--- src/rtl/tts_pkg.sv ---
// Shared types, defaults and helpers for the truth-table sequencer.
package tts_pkg;

    typedef enum logic [1:0] {
        StIdle,
        StApply,
        StDone
    } tts_state_e;

    localparam int unsigned N_IN_DEF   = 3;
    localparam int unsigned SETTLE_DEF = 2;

    // Number of entries in the truth table of an n-input block.
    function automatic int unsigned table_width(input int unsigned n);
        return 32'd1 << n;
    endfunction

endpackage

--- src/rtl/vector_stepper.sv ---
// Walks an input vector through 0 .. 2**N_IN-1, holding each value for SETTLE cycles
// and flagging the cycle whose closing edge should sample the block under test.
module vector_stepper
    import tts_pkg::*;
#(
    parameter int unsigned N_IN   = N_IN_DEF,
    parameter int unsigned SETTLE = SETTLE_DEF
) (
    input  logic            clk,
    input  logic            rst,
    input  logic            run,
    output logic [N_IN-1:0] vec,
    output logic            sample_strobe,
    output logic            last_vec
);

    localparam int unsigned CntW = (SETTLE > 1) ? $clog2(SETTLE) : 1;

    if (SETTLE < 1) begin : g_bad_settle
        $error("vector_stepper: SETTLE must be at least 1");
    end
    if (N_IN < 1) begin : g_bad_n_in
        $error("vector_stepper: N_IN must be at least 1");
    end

    logic [CntW-1:0] settle_cnt_q;
    logic [N_IN-1:0] vec_q;

    // Last vector found by compare so vec never wraps inside a run.
    always_comb begin
        last_vec      = (vec_q == {N_IN{1'b1}});
        sample_strobe = run && (settle_cnt_q == CntW'(SETTLE - 1));
        vec           = vec_q;
    end

    // Settle counter and vector register; both held at zero whenever not running.
    always_ff @(posedge clk or posedge rst) begin
        if (rst) begin
            settle_cnt_q <= '0;
            vec_q        <= '0;
        end else if (!run) begin
            settle_cnt_q <= '0;
            vec_q        <= '0;
        end else if (sample_strobe) begin
            settle_cnt_q <= '0;
            if (!last_vec) begin
                vec_q <= vec_q + N_IN'(1);
            end
        end else begin
            settle_cnt_q <= settle_cnt_q + CntW'(1);
        end
    end

endmodule

--- src/rtl/truth_table_sequencer.sv ---
// Self-test controller: steps a small combinational block through every input vector,
// records its truth table and compares it with a supplied expected table.
module truth_table_sequencer
    import tts_pkg::*;
#(
    parameter int unsigned N_IN   = N_IN_DEF,
    parameter int unsigned SETTLE = SETTLE_DEF
) (
    input  logic                        clk,
    input  logic                        rst,
    input  logic                        start,
    input  logic [table_width(N_IN)-1:0] expected,
    output logic [N_IN-1:0]             vec_out,
    input  logic                        dut_out,
    output logic                        busy,
    output logic                        done,
    output logic                        pass,
    output logic [table_width(N_IN)-1:0] table_out,
    output logic [N_IN:0]               fail_cnt,
    output logic [N_IN-1:0]             fail_idx
);

    localparam int unsigned TblW = table_width(N_IN);

    tts_state_e      state_q;
    logic [TblW-1:0] exp_q;
    logic [TblW-1:0] table_q;
    logic [N_IN:0]   fail_cnt_q;
    logic [N_IN-1:0] fail_idx_q;
    logic            busy_q;
    logic            done_q;
    logic            pass_q;

    logic [N_IN-1:0] vec;
    logic            sample_strobe;
    logic            last_vec;
    logic            mismatch;

    vector_stepper #(
        .N_IN   (N_IN),
        .SETTLE (SETTLE)
    ) u_stepper (
        .clk           (clk),
        .rst           (rst),
        .run           (state_q == StApply),
        .vec           (vec),
        .sample_strobe (sample_strobe),
        .last_vec      (last_vec)
    );

    // Current sample disagrees with the latched expectation.
    always_comb begin
        mismatch = (dut_out != exp_q[vec]);
    end

    // Control FSM with compare/accumulate; every output is a register.
    always_ff @(posedge clk or posedge rst) begin
        if (rst) begin
            state_q    <= StIdle;
            exp_q      <= '0;
            table_q    <= '0;
            fail_cnt_q <= '0;
            fail_idx_q <= '0;
            busy_q     <= 1'b0;
            done_q     <= 1'b0;
            pass_q     <= 1'b0;
        end else begin
            done_q <= 1'b0;
            unique case (state_q)
                StIdle: begin
                    if (start) begin
                        state_q    <= StApply;
                        busy_q     <= 1'b1;
                        exp_q      <= expected;
                        table_q    <= '0;
                        pass_q     <= 1'b0;
                        fail_cnt_q <= '0;
                        fail_idx_q <= '0;
                    end
                end
                StApply: begin
                    if (sample_strobe) begin
                        table_q[vec] <= dut_out;
                        if (mismatch) begin
                            fail_cnt_q <= fail_cnt_q + (N_IN + 1)'(1);
                            if (fail_cnt_q == '0) begin
                                fail_idx_q <= vec;
                            end
                        end
                        if (last_vec) begin
                            state_q <= StDone;
                            busy_q  <= 1'b0;
                            done_q  <= 1'b1;
                            // Fold in the final sample, which fail_cnt_q does not yet include.
                            pass_q  <= (fail_cnt_q == '0) && !mismatch;
                        end
                    end
                end
                StDone: begin
                    state_q <= StIdle;
                end
                default: begin
                    state_q <= StIdle;
                end
            endcase
        end
    end

    assign vec_out   = vec;
    assign busy      = busy_q;
    assign done      = done_q;
    assign pass      = pass_q;
    assign table_out = table_q;
    assign fail_cnt  = fail_cnt_q;
    assign fail_idx  = fail_idx_q;

endmodule

--- config.mk ---
export PLATFORM = sky130hd
export DESIGN_NAME = truth_table_sequencer
export DESIGN_NICKNAME = d
export VERILOG_FILES = /design/src/rtl/tts_pkg.sv /design/src/rtl/vector_stepper.sv /design/src/rtl/truth_table_sequencer.sv
export SDC_FILE = /design/constraint.sdc
export NUM_CORES = 1
export LEC_CHECK = 0
export ABC_CLOCK_PERIOD_IN_PS = 1900
export CORE_AREA = 2 2 62 64
export CTS_CLUSTER_SIZE = 28
export DETAILED_ROUTE_END_ITERATION = 10
export DIE_AREA = 0 0 64 66
export PLACE_DENSITY = 0.75
export SLEW_MARGIN = 0
export SYNTH_ARGS = -nofsm -noshare
export SYNTH_HDL_FRONTEND = slang
export SYNTH_SLANG_ARGS = --single-unit
--- constraint.sdc ---
create_clock -name clk -period 1.9 [get_ports clk]
set_clock_uncertainty 0.1 [all_clocks]
set_input_delay 0.19 -clock clk [delete_from_list [all_inputs] [get_ports clk]]
set_output_delay 0.19 -clock clk [all_outputs]
set_load 0.03 [all_outputs]
# After elaboration in Yosys (flattened, before gate mapping)

Index checks and enable logic that the tools add are counted.

Input bits: 12
Word-level logic and storage cells: 75
Register bits after elaboration: 32
Output and inout port bits: 21

Reductions and logical operators: 14
Mux-type cells: 37
$add $sub $neg: 3
Eq/ne operators: 9
Magnitude comparators: 2

Operators by type and width:

| kind                                                                                 | number |
|---|---|
| 3-bit two-way mux                                                                    | 7 |
| 8-bit two-way mux                                                                    | 2 |
| 8-bit one-hot mux with 2 select lines                                                | 1 |
| 1-bit two-way mux                                                                    | 13 |
| 4-bit two-way mux                                                                    | 3 |
| 2-bit != test (second input constant)                                                | 6 |
| 8-bit bitwise mux                                                                    | 1 |
| 4-bit one-hot mux with 2 select lines                                                | 1 |
| 4-bit AND reduction                                                                  | 2 |
| 2-bit two-way mux                                                                    | 3 |
| 3-bit one-hot mux with 2 select lines                                                | 1 |
| 3-bit AND reduction                                                                  | 2 |
| 5-bit AND reduction                                                                  | 1 |
| 4-bit by 1-bit adder with 4-bit output (second input constant)                       | 1 |
| 4-bit zero test                                                                      | 1 |
| 3-bit by 4-bit < comparator with 1-bit output (second input constant)                | 1 |
| 1-bit one-hot mux with 2 select lines                                                | 2 |
| 2-bit one-hot mux with 2 select lines                                                | 1 |
| 2-bit AND reduction                                                                  | 2 |
| 3-bit by 1-bit adder with 3-bit output (second input constant)                       | 1 |
| 1-bit binary-select mux with 3-bit select                                            | 1 |
| 1-bit demux with 3-bit select                                                        | 1 |
| 3-bit equality test (second input constant)                                          | 1 |
| 3-bit by 1-bit greater-or-equal comparator with 1-bit output (second input constant) | 1 |
| 7 further kinds                                                                      | 9 |

# Longest topological paths before layout

Depth in word-level cells: 8
Mapped depth: 6
Mapped depth without buffers: 6

# By module

Synthesis repeated with hierarchy kept, for this count alone.

Cells, all modules: 152
Area total of the unflattened synthesis: 1626.6 µm²

By module, submodules not included:

| module                | sequential area each (µm²) | cells each | area each (µm²) | instances |
|---|---|---|---|---|
| truth_table_sequencer | 700.7                      | 133        | 1412.6          | 1 |
| vector_stepper        | 100.1                      | 19         | 214.0           | 1 |

# Least setup slack after synthesis

No wires, ideal clock.

Path type: register -> register
Start point: register u_stepper.vec_q[1] (netlist: u_stepper.vec[1])
End point: register fail_cnt_q[2] (netlist: fail_cnt[2])
Stages on the path, launching flop included: 6
Clock period less this slack: 2.214 ns
Arrival time: 2.048 ns
Library setup time: 0.066 ns
Path slack: -0.314 ns
Buffers on the path: 1
Data required time: 1.734 ns
Path through: dfrtp_1 -> buf_2 -> mux4_2 -> mux2i_2 -> or4_1 -> nand2_1

Cells in the longest elaborated chain, start to end: 5

RTL lines:

| item                                      | RTL line                    | RTL |
|---|---|---|
| start, declared                           | vector_stepper.sv:27        | `logic [N_IN-1:0] vec_q;` |
| start signal, assigned                    | vector_stepper.sv:47        | `vec_q <= vec_q + N_IN'(1);` |
| 1-bit binary-select mux with 3-bit select | truth_table_sequencer.sv:53 | `mismatch = (dut_out != exp_q[vec]);` |
| 1-bit two-way mux (not written as such)   | truth_table_sequencer.sv:53 |  |
| 1-bit != test                             | truth_table_sequencer.sv:53 |  |
| 2-bit != test (no source line)            | -                           |  |
| 4-bit AND reduction (no source line)      | -                           |  |
| end signal, assigned                      | truth_table_sequencer.sv:85 | `fail_cnt_q <= fail_cnt_q + (N_IN + 1)'(1);` |
| end, declared                             | truth_table_sequencer.sv:28 | `logic [N_IN:0] fail_cnt_q;` |

No other way between the ends. The select of a mux whose other input is x is not followed.
A chain may end at the register's enable or synchronous reset.

# Worst setup path after layout

Start point: register u_stepper.vec_q[0] (netlist: u_stepper.vec[0])
End point: register fail_cnt_q[3] (netlist: fail_cnt[3])

The elaborated chain is that of the path after synthesis.

==> metrics.cfg <==
[status]
run_status = finished, violations left
violations = setup timing

[floorplan]
start_util_pct = 43.9
rows = 22
fp.dieW_um = 64
core_um2 = 3550
ios = 33
die_area_um2 = 4220
dieHeight_um = 66

[clock_tree]
cts_buffer_depth = 2
path_clk_slew_ns = 0.10
cts.sinks = 32
cts_tree = yes
postCtsHoldBufs = 0
cts_buffers = 5
htreeDepth = 2
post_cts_buffers = 0
clk_latency_ns = 0.34
clockRootBuffer = clkbuf_4

[sta]
tightestPinTransition_ns = 0.399
fin_ws_ns = -0.102
finalHoldViolCount = 0
finalCriticalPeriod_ns = 2.00
maxSlewViolCount = 0
setup_tns_ns = -0.481
relSlewSlack_pct = 73.4
max_freq_ghz = 0.499
min_period_over_period_pct = 105
setup_violations = 7
rsz0062_at_grt = true

[detailed_routing]
drcViolationCount = 0
wl_mm = 3.32
ant_nets = 0
via_per_inst = 5.11
wl_per_cell_um = 12.6
drt_iter0_drc = 38
vias = 1348
dr.pass1.iters = 5

[grt]
grt_pass1_vias = 1312
antenna_found_initial = 0
grt_util_all_layers_pct = 18.1
grt_overflow = 0
grt_pass1_wl_mm = 5.79
grt_max_degree = 33

[synth]
ys_types = 32
async_flop_share_pct = 100
synth.avg_cell_area_um2 = 9.17
synth_cells = 170
syn_area_um2 = 1560
synthFlopType = dfrtp_1
postSynthRegisterBits = 32
netlist.top_cell.by_area = dfrtp_1
yosysWarnings = 0
synth_edf_count = 0
synth.area.top_cells = dfrtp_1 51%, nand2_1 12%, o21ai_1 4.5%
syn_nets = 186
synth_top_area_share_pct = 51.4
yosysSeqAreaShare_pct = 51.4

[job]
cap_violations = 0

[final_layout]
antenna_cells = 0
syn_to_final_growth_pct = 34.7
layout_common_cells = 49 x nand2_1, 30 x dfrtp_1, 29 x clkdlybuf4s50_1
fin_nets = 232
stdcell_area_um2 = 2100
mostFrequentLayoutCell = nand2_1
drive_gt1_share_pct = 14.4

[power]
p_total_mw = 3.78
peakVddDrop_uv = 743
power_density_nw_per_um2 = 1800
p_leak_nw = 1.00

[worst_setup_path]
startpoint = u_stepper.vec[0]$_DFFE_PP0P_
endpoint_kind = flop
critPathRequiredTime_ns = 2.09
critPathKind = flop to flop
reg2reg_slack_ns = -0.10
cp_max_fo = 6
r2r_start = u_stepper.vec[0]$_DFFE_PP0P_
worst-r2r-cell-count = 5
startpoint_type = flop
arrival_ns = 2.19
reg2reg_to = fail_cnt[3]$_DFFE_PP0P_

[placed_design]
hpwl_mm = 2.36
dpl_cell_area_um2 = 2010
portBuffers = 32
place_ws_ns = -0.0971
place_congestion = 0.777

[worst_hold_path]
hold_class = input pin to asynchronous set/reset pin

## metrics by stage
stage	cells	hold WS, ns	util, %
floorplan	170	0.195	-
global placement	257	0.363	56.7
detailed placement	257	0.363	56.7
CTS	264	0.124	58.5
global route	264	0.165	59.1
finish	264	0.116	59.1
## sequential cells by signal, summed over array words and instances (netlist names)
register and flops:
busy 1, done 1, exp_q 8, fail_cnt 4, fail_idx 3, pass 1, state_q 2, table_out 8
u_stepper.settle_cnt_q 1, u_stepper.vec 3
## cell families after synthesis
group / count (synthesis) / share of synthesized area, %
adder cells (fa/ha/maj): 4 / 3.21
XOR/XNOR: 2 / 1.61
AO/OA/AOI/OAI: 29 / 10.5
multiplexers: 8 / 6.18
AND/OR/NAND/NOR: 80 / 22.8
flip-flops: 32 / 51.4
buffers and inverters: 15 / 4.33
## timing repair
item	4_1_cts	5_1_grt
pin swaps	1	1
gates resized for setup	2	5
setup endpoints to repair	9	13
## power by group
group	switching (mW)	internal, mW
Sequential	0.196	0.961
Combinational	1.21	0.962
Clock	0.232	0.210
Total	1.64	2.13
## routing by layer
metal | wire length (um) | vias to the layer above | GRT usage (%)
li1 | - | 669 | -
met4 | 42 | 0 | 7.34
met2 | 1560 | 43 | 28.3
met1 | 1550 | 629 | 23.5
met3 | 174 | 7 | 5.62
met5 | 0 | - | 0
## worst max path at each step
stage	endpoint
3_3_place_gp	fail_cnt[3]$_DFFE_PP0P_
6_report	fail_cnt[3]$_DFFE_PP0P_
4_1_cts	fail_cnt[3]$_DFFE_PP0P_
3_5_place_dp	fail_cnt[3]$_DFFE_PP0P_
5_1_grt	fail_cnt[2]$_DFFE_PP0P_
2_1_floorplan	fail_cnt[2]$_DFFE_PP0P_
## worst max-delay path: stages (launching register included)
cell and delay [ns]:
dfrtp_2 0.46, mux2i_1 0.13, mux4_2 0.51, mux2i_2 0.21
or4b_1 0.47, nand2_1 0.08
## Yosys cell counts, types with 3 or more instances
library cell	instances
dfrtp_1	32
nand2b_1	5
clkbuf_1	4
nand3_1	6
ha_1	4
inv_1	7
nor2_1	9
nand2_1	49
mux2i_1	6
a21oi_1	3
o21ai_1	14
a31oi_1	4
buf_2	3
o21ai_0	3
## cell type report
cell class              instances  area [um^2]
flip-flops and latches         32          803
fillers                       313         1450
well taps                      48         60.1
repair buffers                 47          433
clock buffers                   7         65.1
multi-input cells             123          712
inverters                       7         26.3
No activity file was read; power rests on OpenSTA's default activity.
